### src/rtl/mips_pkg.sv
// Shared fetch-stage definitions: FSM states, opcode field position, default reset PC.
package mips_pkg;

  typedef enum logic [1:0] {
    FETCH = 2'd0,
    HOLD  = 2'd1,
    DRAIN = 2'd2
  } fetch_state_t;

  localparam int unsigned OPCODE_MSB = 31;
  localparam int unsigned OPCODE_LSB = 26;

  localparam logic [31:0] DEFAULT_RESET_PC = 32'h0000_0000;

endpackage

### src/rtl/ifetch_stall_counter.sv
// Saturating count of cycles in which decode had no instruction available.
module ifetch_stall_counter (
  input  logic        clk,
  input  logic        rst_n,
  input  logic        starved,
  output logic [31:0] count
);

  always_ff @(posedge clk or negedge rst_n) begin
    if (!rst_n) begin
      count <= '0;
    end else if (starved && (count != '1)) begin
      count <= count + 32'd1;
    end
  end

endmodule

### src/rtl/instr_fetch.sv
// Single-outstanding instruction fetch stage with redirect handling.
// Optional decode-starvation counter enabled by IFETCH_STALL_CNT_EN.
module instr_fetch
  import mips_pkg::*;
#(
  parameter logic [31:0] RESET_PC = DEFAULT_RESET_PC
) (
  input  logic        clk,
  input  logic        rst_n,
  output logic        imem_req,
  output logic [31:0] imem_addr,
  input  logic        imem_ack,
  input  logic [31:0] imem_rdata,
  output logic        out_valid,
  input  logic        out_ready,
  output logic [31:0] out_instr,
  output logic [5:0]  out_opcode,
  output logic [31:0] out_pc,
  input  logic        redirect_valid,
  input  logic [31:0] redirect_pc,
  output logic [31:0] stall_cnt
);

  fetch_state_t state;
  logic [31:0]  pc;
  logic [31:0]  drain_addr;
  logic [31:0]  redirect_aligned;

  assign redirect_aligned = redirect_pc & ~32'h3;

  // Request is gated by reset so nothing is issued while rst_n is low,
  // yet it is up immediately once reset releases.
  assign imem_req   = rst_n && (state != HOLD);
  assign imem_addr  = (state == DRAIN) ? drain_addr : pc;
  assign out_opcode = out_instr[OPCODE_MSB:OPCODE_LSB];

  always_ff @(posedge clk or negedge rst_n) begin
    if (!rst_n) begin
      state      <= FETCH;
      pc         <= RESET_PC;
      drain_addr <= '0;
      out_valid  <= 1'b0;
      out_instr  <= '0;
      out_pc     <= '0;
    end else begin
      unique case (state)
        FETCH: begin
          if (imem_ack && redirect_valid) begin
            pc <= redirect_aligned;
          end else if (imem_ack) begin
            out_instr <= imem_rdata;
            out_pc    <= pc;
            pc        <= pc + 32'd4;
            out_valid <= 1'b1;
            state     <= HOLD;
          end else if (redirect_valid) begin
            // The outstanding request must still complete at its old address.
            drain_addr <= pc;
            pc         <= redirect_aligned;
            state      <= DRAIN;
          end
        end
        HOLD: begin
          if (redirect_valid) begin
            out_valid <= 1'b0;
            pc        <= redirect_aligned;
            state     <= FETCH;
          end else if (out_ready) begin
            out_valid <= 1'b0;
            state     <= FETCH;
          end
        end
        DRAIN: begin
          if (redirect_valid) begin
            pc <= redirect_aligned;
          end
          if (imem_ack) begin
            state <= FETCH;
          end
        end
        default: state <= FETCH;
      endcase
    end
  end

`ifdef IFETCH_STALL_CNT_EN
  ifetch_stall_counter u_stall_counter (
    .clk     (clk),
    .rst_n   (rst_n),
    .starved (!out_valid),
    .count   (stall_cnt)
  );
`else
  assign stall_cnt = '0;
`endif

endmodule

### config.mk
export PLATFORM = sky130hd
export DESIGN_NAME = instr_fetch
export DESIGN_NICKNAME = d
export VERILOG_FILES = /design/src/rtl/mips_pkg.sv /design/src/rtl/ifetch_stall_counter.sv /design/src/rtl/instr_fetch.sv
export SDC_FILE = /design/constraint.sdc
export NUM_CORES = 1
export LEC_CHECK = 0
export BUFFER_PORTS_ARGS = -buffer_cell sky130_fd_sc_hd__buf_2
export CORE_ASPECT_RATIO = 1.4
export CORE_MARGIN = 3
export CORE_UTILIZATION = 48
export CTS_BUF_LIST = sky130_fd_sc_hd__clkbuf_2
export CTS_CLUSTER_SIZE = 16
export DETAILED_ROUTE_END_ITERATION = 10
export GPL_TIMING_DRIVEN = 0
export PLACE_DENSITY = 0.82
export REMOVE_ABC_BUFFERS = 1
export SLEW_MARGIN = 20
export SYNTH_ARGS = -nofsm -noshare
export SYNTH_HDL_FRONTEND = slang
export SYNTH_HIERARCHICAL = 1
export SYNTH_SLANG_ARGS = --single-unit
export TNS_END_PERCENT = 50
### constraint.sdc
create_clock -name clk -period 1.8 [get_ports clk]
set_input_delay 0.45 -clock clk [delete_from_list [all_inputs] [get_ports clk]]
set_output_delay 0.45 -clock clk [all_outputs]
set_load 0.01 [all_outputs]
==> impl_summary.log, run 1 <==
[metrics] endpoint required time on the critical path: 1.35 ns
[metrics] aggregate global-route resource usage: 0.252
[metrics] Via Count: 6070
[metrics] Setup TNS Final: -26.07 ns
[metrics] Synth Area in XOR/XNOR: 0.00133
[metrics] Placeable Area: 13500 sq um
[metrics] Slew Limit Fails: 0
[metrics] reg2reg path depth: 12
[metrics] io pins: 205
[metrics] worst slew pin tran: 0.690 ns
[metrics] number of global-route vias before repair: 5736
[metrics] sequential share of power: 0.360
[metrics] classification of the worst setup path: register to primary output
[metrics] DR vias/cell: 5.73
[metrics] Worst EP arrival: 2.07 ns
[metrics] Layout Cell Area excl Fill: 9600 sq um
[metrics] Synth Area in Compound Gates: 0.108
[metrics] detailed router's first-iteration violation count: 522
[metrics] cells taking the most area after synthesis: dfrtp_1 50%, mux2_2 19%, buf_4 4.7%, o21ai_0 3.6%, nand2_1 2.7%
[metrics] highest clock rate: 0.396 GHz
[metrics] weighted congestion reported at the end of routability-driven placement: 0.949
[metrics] Synth async-reset ratio: 1.00
[metrics] worst setup skew after layout: 0.0513 ns
[metrics] Synth warnings: 6
[metrics] die extent in x: 105 um
[metrics] clock share of power: 0.134
[metrics] cell accounting for the most synthesized area: dfrtp_1
[metrics] Final HPWL DP: 11600 um
[metrics] number of synthesized register bits: 131
[metrics] adder-cell area share of the yosys netlist: 0.00947
[metrics] post-detailed-route count of antenna-violating nets: 0
[metrics] clock tree from TritonCTS: built
[metrics] launch instance of the worst register-to-register path: state[1]$_DFFE_PN0P_
[metrics] part of the total power dissipated in combinational logic: 0.506
[metrics] starting density of the core: 0.491
[metrics] largest fanout on the critical path: 22
[metrics] buffers from clock root to sink, at most: 2
[metrics] crit path time final: 2.52 ns
[metrics] routed wire length: 21200 um
[metrics] Post-synth EDFFs: 0
[metrics] wire length of the first global-routing pass: 30000 um
[metrics] maximum number of pins on one net before global-route repair: 87
[metrics] Worst Slack Setup Final: -0.725 ns
[metrics] violated checks: negative hold slack, negative setup slack
[metrics] cell-by-cell trace of the critical path: inv_4 > ha_4 > buf_16 > mux2_2 > buf_6
[metrics] clock transition at the registers of the reported paths: 0.23 ns
[metrics] Rel. slew slack: 0.540
[metrics] number of endpoints with negative hold slack in the final report: 48
[metrics] unrepaired setup endpoints after global routing: yes
[metrics] Residual DRC: 0
[metrics] area share of the largest cell type after synthesis: 0.496
[metrics] total power of the final layout: 15000 uW
[metrics] netlist area before placement: 6610 sq um
[metrics] launching element type of the critical path: register
[metrics] largest incremental delay on the critical path: 0.48 ns
[metrics] Post-Syn Area per Cell: 11.1 sq um
[metrics] minimum setup slack among reg-to-reg paths: -0.32 ns
[metrics] router iterations before antenna repair: 5
[metrics] Hold Worst Slack: -0.0740 ns
[metrics] Synth-to-Final Area Change: 45.3%
[metrics] switching part of the total power: 0.396
[metrics] number of endpoints failing setup at the final stage: 60
[metrics] count of port buffers added during placement: 170
[metrics] primary flip-flop cell chosen by synthesis mapping: dfrtp_1
[metrics] count of standard-cell rows: 50
[metrics] clock latency on the worst-skew pair: 0.69 ns
[metrics] delay-heaviest family, CP: flip-flops
[metrics] post-route clock period utilization: 1.40
[metrics] Internal Power: 9050 uW
[metrics] share of layout cells above drive strength 1: 0.540
[metrics] kind of end point of the critical path: primary output
[metrics] Tightest Hold Check Type: primary input to async pin
[metrics] VDD IR-drop max: 0.000838 V
[metrics] overall overflow remaining after global route: 0
[metrics] part of the Yosys area used for sequential elements: 0.496
[metrics] dominant combinational cell family by area after synthesis: multiplexers
[metrics] critical-path cell with the highest stage delay: dfrtp_2
[metrics] clock tree root buffer cell: clkbuf_2
[metrics] routed length per placed instance: 20.0 um
[metrics] clock sinks: 131
[metrics] instance area at placement: 7450 sq um
[metrics] vertical extent of the die: 145 um
[metrics] number of buffer and inverter stages on the critical path: 3
[metrics] Max-Cap Viols: 0
[metrics] Post-Synth Simple-Gate Area: 0.112
[metrics] status: finished, violations left
[metrics] die footprint: 15200 sq um
[metrics] multiplexer area fraction after synthesis: 0.194
[metrics] initial antenna violation count: 1
[metrics] pwr/cell area: 1560 nW/um^2
[metrics] leakage power: 0.00447 uW
[metrics] total clock buffers created by CTS: 17
[metrics] Switch Pwr: 5920 uW
[metrics] FF-to-FF End: pc[17]$_DFFE_PN0P_
[metrics] post-synthesis cell type count: 55
[metrics] synthesized netlist cell count: 594
[metrics] net count reported at finish: 938
[metrics] number of hold-repair buffers added at the cts stage: 54
[metrics] maximum level of the CTS H-tree: 4
[stage by stage]
stage / cells / hold slack [ns] / setup WS (ns) / util
floorplan: 545 / 0.154 / -0.881 / -
global placement: 897 / 0.460 / -2.06 / 0.544
detailed placement: 903 / 0.368 / -1.15 / 0.554
CTS: 1032 / -0.105 / -0.772 / 0.676
global route: 1060 / -0.0973 / -0.820 / 0.713
finish: 1060 / -0.0740 / -0.725 / 0.713
[sequential cells by signal, indices dropped and copies added (netlist names)]
register / count
pc: 32
out_pc: 32
out_instr: 32
drain_addr: 32
state: 2
out_valid: 1
[cell usage in the layout (no fill, tap or decap), types with 4 or more instances in the layout]
cell type and count:
nand4_1 9, a21oi_2 4, and3_1 6, clkbuf_2 18, buf_8 4, buf_16 7
dfrtp_2 17, buf_6 39, nor3_1 4, buf_4 48, nor2_1 15, inv_1 8
nand3_1 14, dlygate4sd3_1 50, dfrtp_1 114, o21ai_1 14, buf_2 148, inv_6 5
a22oi_1 10, mux2_2 97, o21ai_0 28, conb_1 32, ha_4 5, mux2_4 16
nor4_4 6, a21oi_1 13, nand2_1 44
[worst max-delay path by stage]
stage	depth (start not counted)	slack, ns	endpoint	from
floorplan	4	-0.88	out_instr[0]$_DFFE_PN0P_	state[0]$_DFFE_PN0P_
finish	5	-0.72	imem_addr[25]	state[0]$_DFFE_PN0P_
detailed placement	6	-1.15	pc[23]$_DFFE_PN0P_	state[0]$_DFFE_PN0P_
global route	5	-0.82	imem_addr[30]	state[0]$_DFFE_PN0P_
global placement	4	-2.06	out_instr[28]$_DFFE_PN0P_	redirect_valid
CTS	5	-0.77	imem_addr[1]	state[0]$_DFFE_PN0P_
[power groups by stage]
stage	combinational [uW]	sequential [uW]	clock (uW)
floorplan	2930	5450	0
global placement	5160	5210	0
detailed placement	5350	5310	0
CTS	6770	5230	2040
global route	8050	5550	2190
finish	7570	5390	2010
[worst min-delay path: stages]
cell    delay [ns]
buf_8         0.08
buf_16        0.10
buf_16        0.11
buf_16        0.34
[logic make-up after synthesis]
kind of cell               count (synthesis)
DFF                                      131
and+or+nand+nor                          138
muxes                                    114
other                                      1
adders and majority gates                  5
AOI/OAI and AO/OA                        113
buffers and inverters                     91
xor gates and xnor gates                   1
[timing repair]
item,CTS,global route
endpoints found under the setup margin,123,166
gates resized for setup,107,68
pin swaps,17,23
buffers inserted,43,28
endpoints found under the hold margin,103,85
[Yosys cell counts (9+ instances only)]
cell type,count
clkbuf_1,19
nand2_1,47
nand4_1,9
o21ai_0,47
buf_2,13
buf_4,41
inv_1,11
nor2_1,20
mux2_2,113
a22oi_1,11
nand3_1,17
nor3_1,9
dfrtp_1,131
a21oi_1,18
[per-layer routing]
metal  share of wire  wire length [um]  GRT usage  vias to the layer above
met5               0                 0          0                        -
met4           0.040               851      0.117                        0
met3           0.068              1440     0.0537                       89
met2            0.53             11100      0.458                      391
met1            0.37              7730      0.283                     2976
li1                -                 -          -                     2614
[layout make-up]
class                      instances  area (sq um)
fill                             864          3850
multi-input combinational        403          3390
sequential                       131          3300
timing repair buffer             300          2360
tap                              182           228
clock inverter                    14           176
clock buffer                      18          90.1
inverter                          11          52.6
antenna                            1          2.50
Power figures use the tool's default switching activity.
==> run 2, diff against run 1 <==
--- a/config.mk
+++ b/config.mk
@@ -7,10 +7,10 @@
 export LEC_CHECK = 0
 export BUFFER_PORTS_ARGS = -buffer_cell sky130_fd_sc_hd__buf_2
 export CORE_ASPECT_RATIO = 1.4
-export CORE_MARGIN = 3
+export CORE_MARGIN = 2
 export CORE_UTILIZATION = 48
 export CTS_BUF_LIST = sky130_fd_sc_hd__clkbuf_2
-export CTS_CLUSTER_SIZE = 16
+export CTS_CLUSTER_SIZE = 30
 export DETAILED_ROUTE_END_ITERATION = 10
 export GPL_TIMING_DRIVEN = 0
 export PLACE_DENSITY = 0.82
==> run 2 against run 1 <==
The flow finishes with violations (negative setup slack). Die area shrank 3.3%. Utilization grew 1.9 points. Critical path depth grew 1. Hold slack gained 0.10 ns. Sequential share of layout area shrank 0.74 points. First-iteration DRC count grew 20%. Sequential power is essentially flat. Setup slack lost 0.042 ns. Largest cell class unchanged.
==> impl_summary.log, run 2 (same netlist as run 1, synthesis figures left out) <==
[metrics] clock tree root buffer cell: clkbuf_2
[metrics] Final HPWL DP: 11200 um
[metrics] wire length of the first global-routing pass: 31800 um
[metrics] delay-heaviest family, CP: buffers and inverters
[metrics] critical path capture point: imem_addr[11]
[metrics] share of layout cells above drive strength 1: 0.557
[metrics] beginning of the critical path: state[0]$_DFFE_PN0P_
[metrics] launch instance of the worst register-to-register path: state[1]$_DFFE_PN0P_
[metrics] aggregate global-route resource usage: 0.286
[metrics] maximum number of pins on one net before global-route repair: 86
[metrics] classification of the worst setup path: register to primary output
[metrics] endpoint required time on the critical path: 1.35 ns
[metrics] cell-by-cell trace of the critical path: inv_2 > ha_4 > buf_6 > buf_16 > mux2_4 > buf_6
[metrics] Residual DRC: 0
[metrics] leakage power: 0.00458 uW
[metrics] post-detailed-route count of antenna-violating nets: 0
[metrics] vertical extent of the die: 143 um
[metrics] clock tree from TritonCTS: built
[metrics] area occupied by multi-input gates: 3500 sq um
[metrics] critical-path cell with the highest stage delay: dfrtp_1
[metrics] most common cell after layout, fill and taps aside: buf_2
[metrics] number of global-route vias before repair: 6177
[metrics] highest clock rate: 0.390 GHz
[metrics] maximum level of the CTS H-tree: 4
[metrics] die extent in x: 103 um
[metrics] buffers from clock root to sink, at most: 2
[metrics] count of port buffers added during placement: 170
[metrics] die footprint: 14700 sq um
[metrics] VDD IR-drop max: 0.000996 V
[metrics] peak-usage layer in the global routing report: met2
[metrics] largest incremental delay on the critical path: 0.45 ns
[metrics] Tightest Hold Check Type: primary input to register
[metrics] io pins: 205
[metrics] total power of the final layout: 15900 uW
[metrics] Rel. slew slack: 0.247
[metrics] DR vias/cell: 5.92
[metrics] kind of end point of the critical path: primary output
[metrics] post-route insts no fill: 1062
[metrics] worst slew pin tran: 1.13 ns
[metrics] largest fanout on the critical path: 5
[metrics] routed length per placed instance: 21.8 um
[metrics] detailed router's first-iteration violation count: 624
[metrics] number of endpoints with negative hold slack in the final report: 0
[metrics] status: finished, violations left
[metrics] Synth-to-Final Area Change: 48.4%
[metrics] commonest cells after routing, fill and taps aside: 153 x buf_2, 115 x dfrtp_1, 99 x mux2_2, 50 x dlygate4sd3_1, 44 x buf_6
[metrics] clock transition at the registers of the reported paths: 0.24 ns
[metrics] CP dominant cell by count: buf_6
[metrics] Worst EP arrival: 2.12 ns
[metrics] Levels on crit path: 6
[metrics] FF-to-FF End: pc[22]$_DFFE_PN0P_
[metrics] met1 Track Usage GR: 0.312
[metrics] clock sinks: 131
[metrics] initial antenna violation count: 1
[metrics] Placeable Area: 13400 sq um
[metrics] minimum setup slack among reg-to-reg paths: -0.46 ns
[metrics] met2 Usage GRT: 0.494
[metrics] crit path time final: 2.57 ns
[metrics] reg2reg path depth: 11
[metrics] router iterations before antenna repair: 6
[metrics] Slew Limit Fails: 0
[metrics] violated checks: negative setup slack
[metrics] number of cells in the design after placement: 903
[metrics] filler instances: 838
[metrics] Max-Cap Viols: 0
[metrics] worst setup skew after layout: 0.0451 ns
[metrics] unrepaired setup endpoints after global routing: yes
[metrics] number of endpoints failing setup at the final stage: 153
[metrics] overall overflow remaining after global route: 0
[metrics] Worst Slack Setup Final: -0.767 ns
[metrics] weighted congestion reported at the end of routability-driven placement: 0.856
[metrics] clock latency on the worst-skew pair: 0.70 ns
[metrics] count of standard-cell rows: 50
[metrics] total clock buffers created by CTS: 17
[metrics] number of buffer and inverter stages on the critical path: 4
[metrics] post-route clock period utilization: 1.43
[metrics] launching element type of the critical path: register
[metrics] Via Count: 6285
[metrics] pwr/cell area: 1620 nW/um^2
[metrics] area used by sequential logic in the layout: 3300 sq um
[metrics] routed wire length: 23200 um
[metrics] met3 capacity usage during global routing: 0.0568
[metrics] starting density of the core: 0.493
[metrics] net count reported at finish: 939
[run 2: worst min path at each step]
stage / end / from / cells after the start
finish: pc[5]$_DFFE_PN0P_ / redirect_pc[5] / 3
global route: pc[5]$_DFFE_PN0P_ / redirect_pc[5] / 3
CTS: pc[4]$_DFFE_PN0P_ / redirect_pc[4] / 3
detailed placement: out_instr[31]$_DFFE_PN0P_ / rst_n / 1
global placement: out_pc[9]$_DFFE_PN0P_ / out_pc[9]$_DFFE_PN0P_ / 2
floorplan: drain_addr[0]$_DFFE_PN0P_ / rst_n / 0
[run 2: power by group]
part | leakage (uW) | total [uW] | internal, uW | switching (uW)
registers | 0.00157 | 5390 | 4230 | 1160
clock network | 0.000175 | 2220 | 1040 | 1180
logic | 0.00283 | 8280 | 4330 | 3950
total | 0.00458 | 15900 | 9610 | 6290
[run 2: final cells by class]
cell class | instances | area share
Antenna cell | 2 | 0.000510
Tap cell | 182 | 0.0232
Sequential cell | 131 | 0.336
Inverter | 11 | 0.00523
Multi-Input combinational cell | 404 | 0.357
Clock buffer | 17 | 0.00868
Clock inverter | 15 | 0.0216
Timing Repair Buffer | 300 | 0.248
[run 2: per-layer routing]
layer,vias up,part of all wire
met5,-,0
met4,0,0.068
li1,2619,-
met3,149,0.082
met2,505,0.51
met1,3012,0.34
[run 2: timing repair]
action,CTS,global route
hold endpoints to repair,94,133
pin swaps,25,30
setup buffers,54,14
resized for setup,149,70
gates cloned,7,3
hold buffers,49,3
endpoints found under the setup margin,128,156
[run 2: worst register-to-register path, cell delays in order, from the launching register on]
cell and delay, ns:
dfrtp_2 0.49, buf_6 0.13, buf_6 0.11, inv_6 0.06, buf_6 0.10, ha_4 0.22, nor2b_4 0.27, nand3_4 0.20
buf_6 0.21, nor4_4 0.21, a21oi_1 0.09, nand2_1 0.09
[run 2: stage by stage]
step / setup TNS (ns) / utilization / area [sq um] / hold slack [ns] / setup slack, ns
after global routing: -44.59 / 0.732 / 9800 / 0.0276 / -0.825
after CTS: -37.06 / 0.700 / 9370 / 0.00212 / -0.747
after floorplan: -84.83 / - / 6240 / 0.154 / -0.881
after global placement: -446.59 / 0.547 / 7320 / 0.456 / -2.14
final: -46.01 / 0.732 / 9800 / 0.0277 / -0.767
after detailed placement: -74.48 / 0.557 / 7450 / 0.366 / -1.19
